<file path="src/rtl/irq_pending_latch.sv">
// irq_pending_latch: captures request edges into a pending register, masks
// them and presents a frozen snapshot to the priority encoder until acked.
// Ports: clk, rst (sync, active-high); Req/Mask in; In/Enable/Valid out;
//        Ack/Ack_Idx in; Pending/Lost out; Lost_Clr in; Ack_Err out.
module irq_pending_latch (
  input  logic       clk,
  input  logic       rst,
  input  logic [7:0] Req,
  input  logic [7:0] Mask,
  output logic [7:0] In,
  output logic       Enable,
  output logic       Valid,
  input  logic       Ack,
  input  logic [2:0] Ack_Idx,
  output logic [7:0] Pending,
  output logic [7:0] Lost,
  input  logic       Lost_Clr,
  output logic       Ack_Err
);

  typedef enum logic [1:0] {
    S_IDLE,
    S_PRESENT,
    S_GAP
  } state_e;

  state_e     state_q, state_d;
  logic [7:0] prev_q, prev_d;
  logic [7:0] pending_q, pending_d;
  logic [7:0] lost_q, lost_d;
  logic [7:0] in_q, in_d;
  logic       ack_err_q, ack_err_d;

  logic [7:0] req_rise;
  logic [7:0] ack_clr;
  logic       presenting;
  logic       ack_hit;
  logic       ack_bad;

  always_comb begin
    req_rise   = Req & ~prev_q;
    presenting = (state_q == S_PRESENT);
    ack_hit    = presenting && Ack && in_q[Ack_Idx];
    ack_bad    = presenting && Ack && !in_q[Ack_Idx];
    ack_clr    = ack_hit ? (8'h01 << Ack_Idx) : 8'h00;

    prev_d    = Req;
    // A new edge on a channel being acked re-arms it (set wins).
    pending_d = (pending_q & ~ack_clr) | req_rise;
    // Overflow only when the edge lands on a bit that stays pending.
    lost_d    = (Lost_Clr ? 8'h00 : lost_q)
              | (req_rise & pending_q & ~ack_clr);
    ack_err_d = ack_bad;
    state_d   = state_q;
    in_d      = in_q;

    unique case (state_q)
      S_IDLE: begin
        in_d = 8'h00;
        if ((pending_q & Mask) != 8'h00) begin
          state_d = S_PRESENT;
          in_d    = (pending_q | req_rise) & Mask;
        end
      end
      S_PRESENT: begin
        if (ack_hit) begin
          state_d = S_GAP;
          in_d    = 8'h00;
        end
      end
      S_GAP: begin
        state_d = S_IDLE;
        in_d    = 8'h00;
      end
      default: begin
        state_d = S_IDLE;
        in_d    = 8'h00;
      end
    endcase
  end

  always_ff @(posedge clk) begin
    if (rst) begin
      state_q   <= S_IDLE;
      prev_q    <= 8'hFF;
      pending_q <= 8'h00;
      lost_q    <= 8'h00;
      in_q      <= 8'h00;
      ack_err_q <= 1'b0;
    end else begin
      state_q   <= state_d;
      prev_q    <= prev_d;
      pending_q <= pending_d;
      lost_q    <= lost_d;
      in_q      <= in_d;
      ack_err_q <= ack_err_d;
    end
  end

  assign In      = in_q;
  assign Valid   = (state_q == S_PRESENT);
  assign Enable  = (state_q == S_PRESENT);
  assign Pending = pending_q;
  assign Lost    = lost_q;
  assign Ack_Err = ack_err_q;

endmodule
</file>
<file path="config.mk">
export PLATFORM = sky130hd
export DESIGN_NAME = irq_pending_latch
export DESIGN_NICKNAME = d
export VERILOG_FILES = /design/src/rtl/irq_pending_latch.sv
export SDC_FILE = /design/constraint.sdc
export NUM_CORES = 1
export LEC_CHECK = 0
export BUFFER_PORTS_ARGS = -buffer_cell sky130_fd_sc_hd__buf_2
export CELL_PAD_IN_SITES_DETAIL_PLACEMENT = 1
export CELL_PAD_IN_SITES_GLOBAL_PLACEMENT = 1
export CORE_ASPECT_RATIO = 1.75
export CORE_UTILIZATION = 29
export DETAILED_ROUTE_END_ITERATION = 7
export PLACE_DENSITY_LB_ADDON = 0.1
export SYNTH_ARGS = -nofsm -noshare
export SYNTH_HDL_FRONTEND = slang
export SYNTH_SLANG_ARGS = --single-unit
export TNS_END_PERCENT = 10
</file>
<file path="constraint.sdc">
create_clock -name clk -period 2.1 [get_ports clk]
set_input_delay 0.525 -clock clk [delete_from_list [all_inputs] [get_ports clk]]
set_output_delay 0.525 -clock clk [all_outputs]
set_load 0.02 [all_outputs]
</file>
==> results by group, run 1 <==
Worst hold path
  – Hold Path Class: in2reg
  – Hold path cells: 2
  – Hold_sp: Req[0]
  – Hold EP: prev_q[0]

Power and ir drop
  – Switching pwr: between 0.3 and 0.4 mW
  – Logic pwr share: approximately 14%
  – Leakage: approximately 0.8 nW
  – Sequential power share: between 40% and 50%
  – VDD IR-drop max: between 0.0004 and 0.0005 V
  – Cell Pwr Density: 792.8 nW/um^2
  – Clk pwr share: a little under two fifths
  – Pint: roughly 1.1 mW
  – Sw Ratio: 26.18%

Floorplan
  – Row count: 33
  – Die W: between 50 and 60 um
  – Starting density of the core: about 30%
  – Die ar.: 5236 um^2
  – # IOs: 50
  – Die height: between 90 and 100 um
  – Core area: 4707 um^2

Synth
  – Post-synth net total: roughly 170
  – Synth area leaders: dfxtp_1 49%, nand2b_1 6.1%, o2bb2ai_1 4.9%, nand2_1 3.9%, o21ai_0 3.5%
  – Commonest register cell after synthesis: dfxtp_1
  – Synth cell types: 30
  – Top cell type's share of synthesized area: 48.91%
  – Post-synth top area cell: dfxtp_1
  – Synth Area per Inst: about 9.6 um^2
  – Async SR Flop Fraction: 0%
  – Post-synth top cells: 35 x dfxtp_1, 15 x nand2_1, 14 x nand2b_1, 10 x o21ai_0
  – Post-Syn Area: about 1400 um^2
  – Register area share after synthesis: about half
  – Yosys warns: 0
  – Synthesized flop and latch total: 35
  – Most numerous cell in the Yosys netlist: dfxtp_1
  – Cell count after synthesis: 150
  – Post-synth EDFFs: 0

Clock tree
  – Hold-fix buffers, CTS: 0
  – CTS root buffer: clkbuf_8
  – Post-CTS Setup Bufs: 0
  – Clock buffer depth: 2
  – Clock latency on the worst-skew pair: a little under 300 ps
  – CTS tree: yes
  – Resized cells post-CTS: 0
  – Num CTS Buffers: 5
  – Clk slew on worst S/H paths: roughly 70 ps
  – H-Tree Depth: 2
  – CTS sink cnt: 35

GRT
  – Initial antenna violation count: 0
  – Pin count of the biggest net entering global routing: 19
  – Gr ovfl total: 0
  – Vias in the first global route: around 1300
  – Total track usage: roughly 17%
  – First-pass GRT wire length: 6058 um

Detailed routing
  – Routed WL: 3925 um
  – DRC Markers: 0
  – WL per Instance: 15.33 um
  – 1st-pass router iterations: 3
  – Vias per cell: 4.941
  – Via count: about 1300
  – 1st-iter DRT viols: 13
  – ANT nets after route: 0

Finish
  – Layout Nets: approximately 230
  – Final Cell Area: 1828 um^2
  – Area Overhead vs Synth: 27.60%
  – Antenna diodes: 0
  – Fraction of layout cells with a size suffix above 1: 34.80%

Worst setup path
  – Slowest cell on crit path: o32a_1
  – Crit Path Class: in2reg
  – Worst Setup Start Kind: input port
  – Crit path max fanout: 11
  – Reg2reg end: In[2]
  – R2R setup slack: about 640 ps
  – Worst EP required: approximately 2300 ps
  – Crit path DAT: around 1900 ps
  – Worst setup EP type: flip-flop
  – Max incr delay on CP: roughly 390 ps
  – Crit path cell chain: buf_2, and2b_1, o32a_1, a31oi_4, o2bb2ai_1
  – R2R cell count: 4
  – RR Startpoint: In[1]

Timing
  – RSZ-0062 raised after global routing: false
  – Slew HR: 70.14%
  – Final Hold Fails: 0
  – Fin crit period: about 1700 ps
  – Fmax: ~600 MHz
  – Measured slew at the worst slew-check pin: about 450 ps
  – Max-slew violations: 0
  – Clock Skew: approximately 3.4 ps
  – Hold Slack: roughly 430 ps
  – TNS Setup: 0 ps
  – Final setup fails: 0
  – Tcrit/Tclk final: 79.10%

Placed design
  – Final HPWL from detailed placement: around 3000 um
  – Port buffer count: 49
  – Placed Area: between 1500 and 2000 um^2
  – RD Place Congestion: between 0.8 and 0.9

Outcome
  – Outcome: finished clean

Flow run
  – Maximum capacitance violations: 0
[critical path, delay by kind of cell]
kind	cells	cell delay (ps)
compound gates	3	900
buf+inv	1	230
simple gates	1	230
[placed cells by master (no fill, tap or decap)]
cell / count
clkbuf_1: 1
buf_2: 49
mux2_4: 1
nand4_1: 1
inv_1: 6
and3_1: 1
a31oi_4: 1
nor2b_1: 5
dfxtp_1: 35
a21bo_2: 3
nand3b_1: 1
o21ai_0: 10
o32a_1: 1
nor2_1: 5
a22oi_1: 5
clkbuf_8: 7
nand2_1: 15
and2b_1: 1
o2bb2ai_1: 8
nand2b_1: 14
nor3_1: 3
a211o_1: 3
a21boi_1: 1
or2_2: 8
buf_4: 2
and2_1: 1
o41ai_1: 1
mux2i_1: 3
a41o_1: 2
o21ai_1: 8
a311o_1: 2
[kinds of logic (layout without fill, tap and decap cells)]
kind of cell | after synthesis | count (layout) | share of synthesized area [%]
AND/OR/NAND/NOR | 55 | 55 | 20.44
AO/OA/AOI/OAI | 45 | 45 | 23.84
flip-flops | 35 | 35 | 48.91
buffers and inverters | 11 | 65 | 3.668
multiplexers | 4 | 4 | 3.144
[area by class of cell]
| cell class | count | area (um^2) |
|---|---|---|
| clock buffers | 8 | 100.1 |
| flip-flops and latches | 35 | 700.7 |
| well taps | 52 | 65.06 |
| repair buffers | 51 | 260.3 |
| fillers | 586 | 2879 |
| inverters | 6 | 22.52 |
| multi-input cells | 104 | 679.4 |
[state kept, by name (all words and copies together), names as in the netlist]
signal   count
Ack_Err      1
Pending      8
state_q      2
In           8
Lost         8
prev_q       8
[metal layers]
layer | wire [um] | track usage (%) | share of wire [%] | vias up
met2 | 2084 | 29.72 | 53 | 35
met1 | 1581 | 17.61 | 40 | 590
met5 | 0 | 0 | 0 | -
met3 | 185 | 4.187 | 4.7 | 6
li1 | - | - | - | 634
met4 | 74 | 6.875 | 1.9 | 0
[metrics by stage]
step           power, mW  std cells  util [%]  worst slack, ps
4_1_cts            1.469        256     38.84            419.8
3_3_place_gp      0.9263        248     36.71            163.8
6_report           1.449        256     38.84            438.9
3_5_place_dp      0.9311        248     36.71            132.0
5_1_grt            1.518        256     38.84            363.3
2_1_floorplan     0.8511        150         -            477.8
[worst max path at each step]
| stage | from | end | depth (start not counted) |
|---|---|---|---|
| final | Ack_Idx[1] | In[2] | 5 |
| after global routing | Ack_Idx[1] | In[6] | 5 |
| after CTS | Ack_Idx[1] | In[2] | 5 |
| after detailed placement | Ack_Idx[1] | In[3] | 5 |
| after global placement | Ack_Idx[1] | In[5] | 5 |
| after floorplan | Ack_Idx[1] | In[1] | 5 |
[power groups by stage]
stage	combinational (mW)	sequential [mW]	clock, mW
6_report	0.200	0.711	0.538
5_1_grt	0.222	0.714	0.582
4_1_cts	0.205	0.712	0.552
3_5_place_dp	0.204	0.727	0
3_3_place_gp	0.201	0.725	0
2_1_floorplan	0.110	0.741	0
(Power assumes the default switching activity.)
==> run 2: changes to the inputs <==
Clock period 2.1 ns to 1.45 ns, I/O delays scaled along.
==> results by group, run 2 (synthesized netlist as in run 1, its figures left out) <==
Clock tree
  – Hold-fix buffers, CTS: 0
  – Clock latency on the worst-skew pair: approximately 290 ps
  – Clock buffer depth: 2
  – Clk slew on worst S/H paths: approximately 70 ps
  – CTS root buffer: clkbuf_8
  – Num CTS Buffers: 5
  – CTS tree: yes
  – CTS sink cnt: 35
  – H-Tree Depth: 2

Flow run
  – Maximum capacitance violations: 0

Detailed routing
  – Vias per cell: 5.123
  – Routed WL: around 4300 um
  – 1st-iter DRT viols: 17
  – WL per Instance: around 16 um
  – 1st-pass router iterations: 4
  – DRC Markers: 0
  – Via count: about 1400
  – ANT nets after route: 0

Worst setup path
  – Crit Path Class: reg2reg
  – Worst Setup Start Kind: flip-flop
  – Cell depth of the worst setup path: 4
  – Max incr delay on CP: 430 ps
  – Crit path max-delay family: compound AO/OA/AOI/OAI gates
  – R2R setup slack: 20 ps
  – Slowest cell on crit path: o32a_1
  – Worst EP required: 1660 ps
  – RR Startpoint: In[3]
  – Crit path max fanout: 5
  – Worst setup EP type: flip-flop
  – Buf/Inv on CP: 0
  – R2R cell count: 4
  – Crit path cell chain: and2_1, o32a_1, a31oi_4, o2bb2ai_1
  – Critical Path Source: In[3]
  – Crit path DAT: between 1500 and 2000 ps

GRT
  – Gr ovfl total: 0
  – Pin count of the biggest net entering global routing: 18
  – Initial antenna violation count: 0
  – First-pass GRT wire length: 6472 um
  – Vias in the first global route: 1391
  – Total track usage: 17.75%

Finish
  – Footprint of the multi-input gates: about 720 um^2
  – Sequential cell area: roughly 700 um^2
  – Layout Utilization: 41.02%
  – Antenna diodes: 0
  – Area Overhead vs Synth: 34.76%
  – Commonest non-fill, non-tap cell in the layout: buf_2
  – Fillers: just under 600
  – Final Cell Area: around 1900 um^2
  – Most frequent cells in the layout: 49 x buf_2, 35 x dfxtp_1, 15 x nand2_1, 14 x nand2b_1, 13 x buf_4
  – Layout Nets: between 200 and 250
  – Fraction of layout cells with a size suffix above 1: around two fifths

Floorplan
  – Die W: between 50 and 60 um
  – Core area: 4707 um^2
  – Starting density of the core: roughly 30%
  – Die ar.: 5236 um^2
  – # IOs: 50
  – Die height: between 90 and 100 um
  – Row count: 33

Timing
  – Measured slew at the worst slew-check pin: between 300 and 400 ps
  – Final setup fails: 0
  – Fmax: approximately 700 MHz
  – Fin crit period: ~1400 ps
  – Max-slew violations: 0
  – Clock Skew: 3.487 ps
  – Slew HR: roughly 75%
  – Final Hold Fails: 0
  – Setup slack after layout: approximately 23 ps
  – Tcrit/Tclk final: 98.43%
  – RSZ-0062 raised after global routing: true

Placed design
  – Port buffer count: between 40 and 50
  – Placed Area: 1803 um^2
  – Pre-CTS setup slack: -262.5 ps
  – RD Place Congestion: just under 0.9
  – Final HPWL from detailed placement: around 3200 um

Power and ir drop
  – VDD IR-drop max: 0.0005989 V
  – Total power: approximately 2.1 mW
  – Leakage: around 0.86 nW
  – Cell Pwr Density: 1063 nW/um^2

Worst hold path
  – Hold_sp: Req[5]
  – Hold Path Class: in2reg
  – Hold path cells: 2

Outcome
  – Outcome: finished clean
==> run 2: power by group <==
part / switching [mW] / leakage, nW / internal, mW / total (mW)
clock: 0.359 / 0.0477 / 0.329 / 0.687
sequential: 0.0261 / 0.286 / 1.00 / 1.03
combinational: 0.198 / 0.524 / 0.138 / 0.336
total: 0.582 / 0.858 / 1.47 / 2.05
==> run 2: through the flow <==
step / instances / setup TNS (ps) / hold WS, ps
after global routing: 268 / -114.9 / 271.0
after global placement: 258 / -1645 / 431.4
after CTS: 266 / 0 / 266.5
after floorplan: 150 / 0 / 469.1
after detailed placement: 258 / -2303 / 440.0
final: 268 / 0 / 271.5
==> run 2: layout make-up <==
class / count / area share [%]
clock inverters: 3 / 0.7777
multi-input cells: 105 / 37.07
clock buffers: 5 / 3.564
flip-flops and latches: 35 / 36.29
inverters: 6 / 1.167
well taps: 52 / 3.370
repair buffers: 62 / 17.76
==> run 2: path summary, 6_finish.rpt <==
check,end
setup / recovery,In[5]
hold / removal,prev_q[5]
setup reg to reg,In[5]
hold reg to reg,Lost[5]
==> run 2: what timing repair did <==
item / 4_1_cts / 5_1_grt
endpoints found under the setup margin: 0 / 12
buffers inserted: 0 / 1
resized for setup: 0 / 4
==> run 2: per-layer routing <==
| metal | vias up | routed length, um | track usage, % |
|---|---|---|---|
| met5 | - | 0 | 0 |
| met4 | 0 | 72 | 6.875 |
| met3 | 6 | 194 | 4.348 |
| met2 | 39 | 2336 | 31.83 |
| met1 | 663 | 1680 | 18.75 |
| li1 | 665 | - | - |
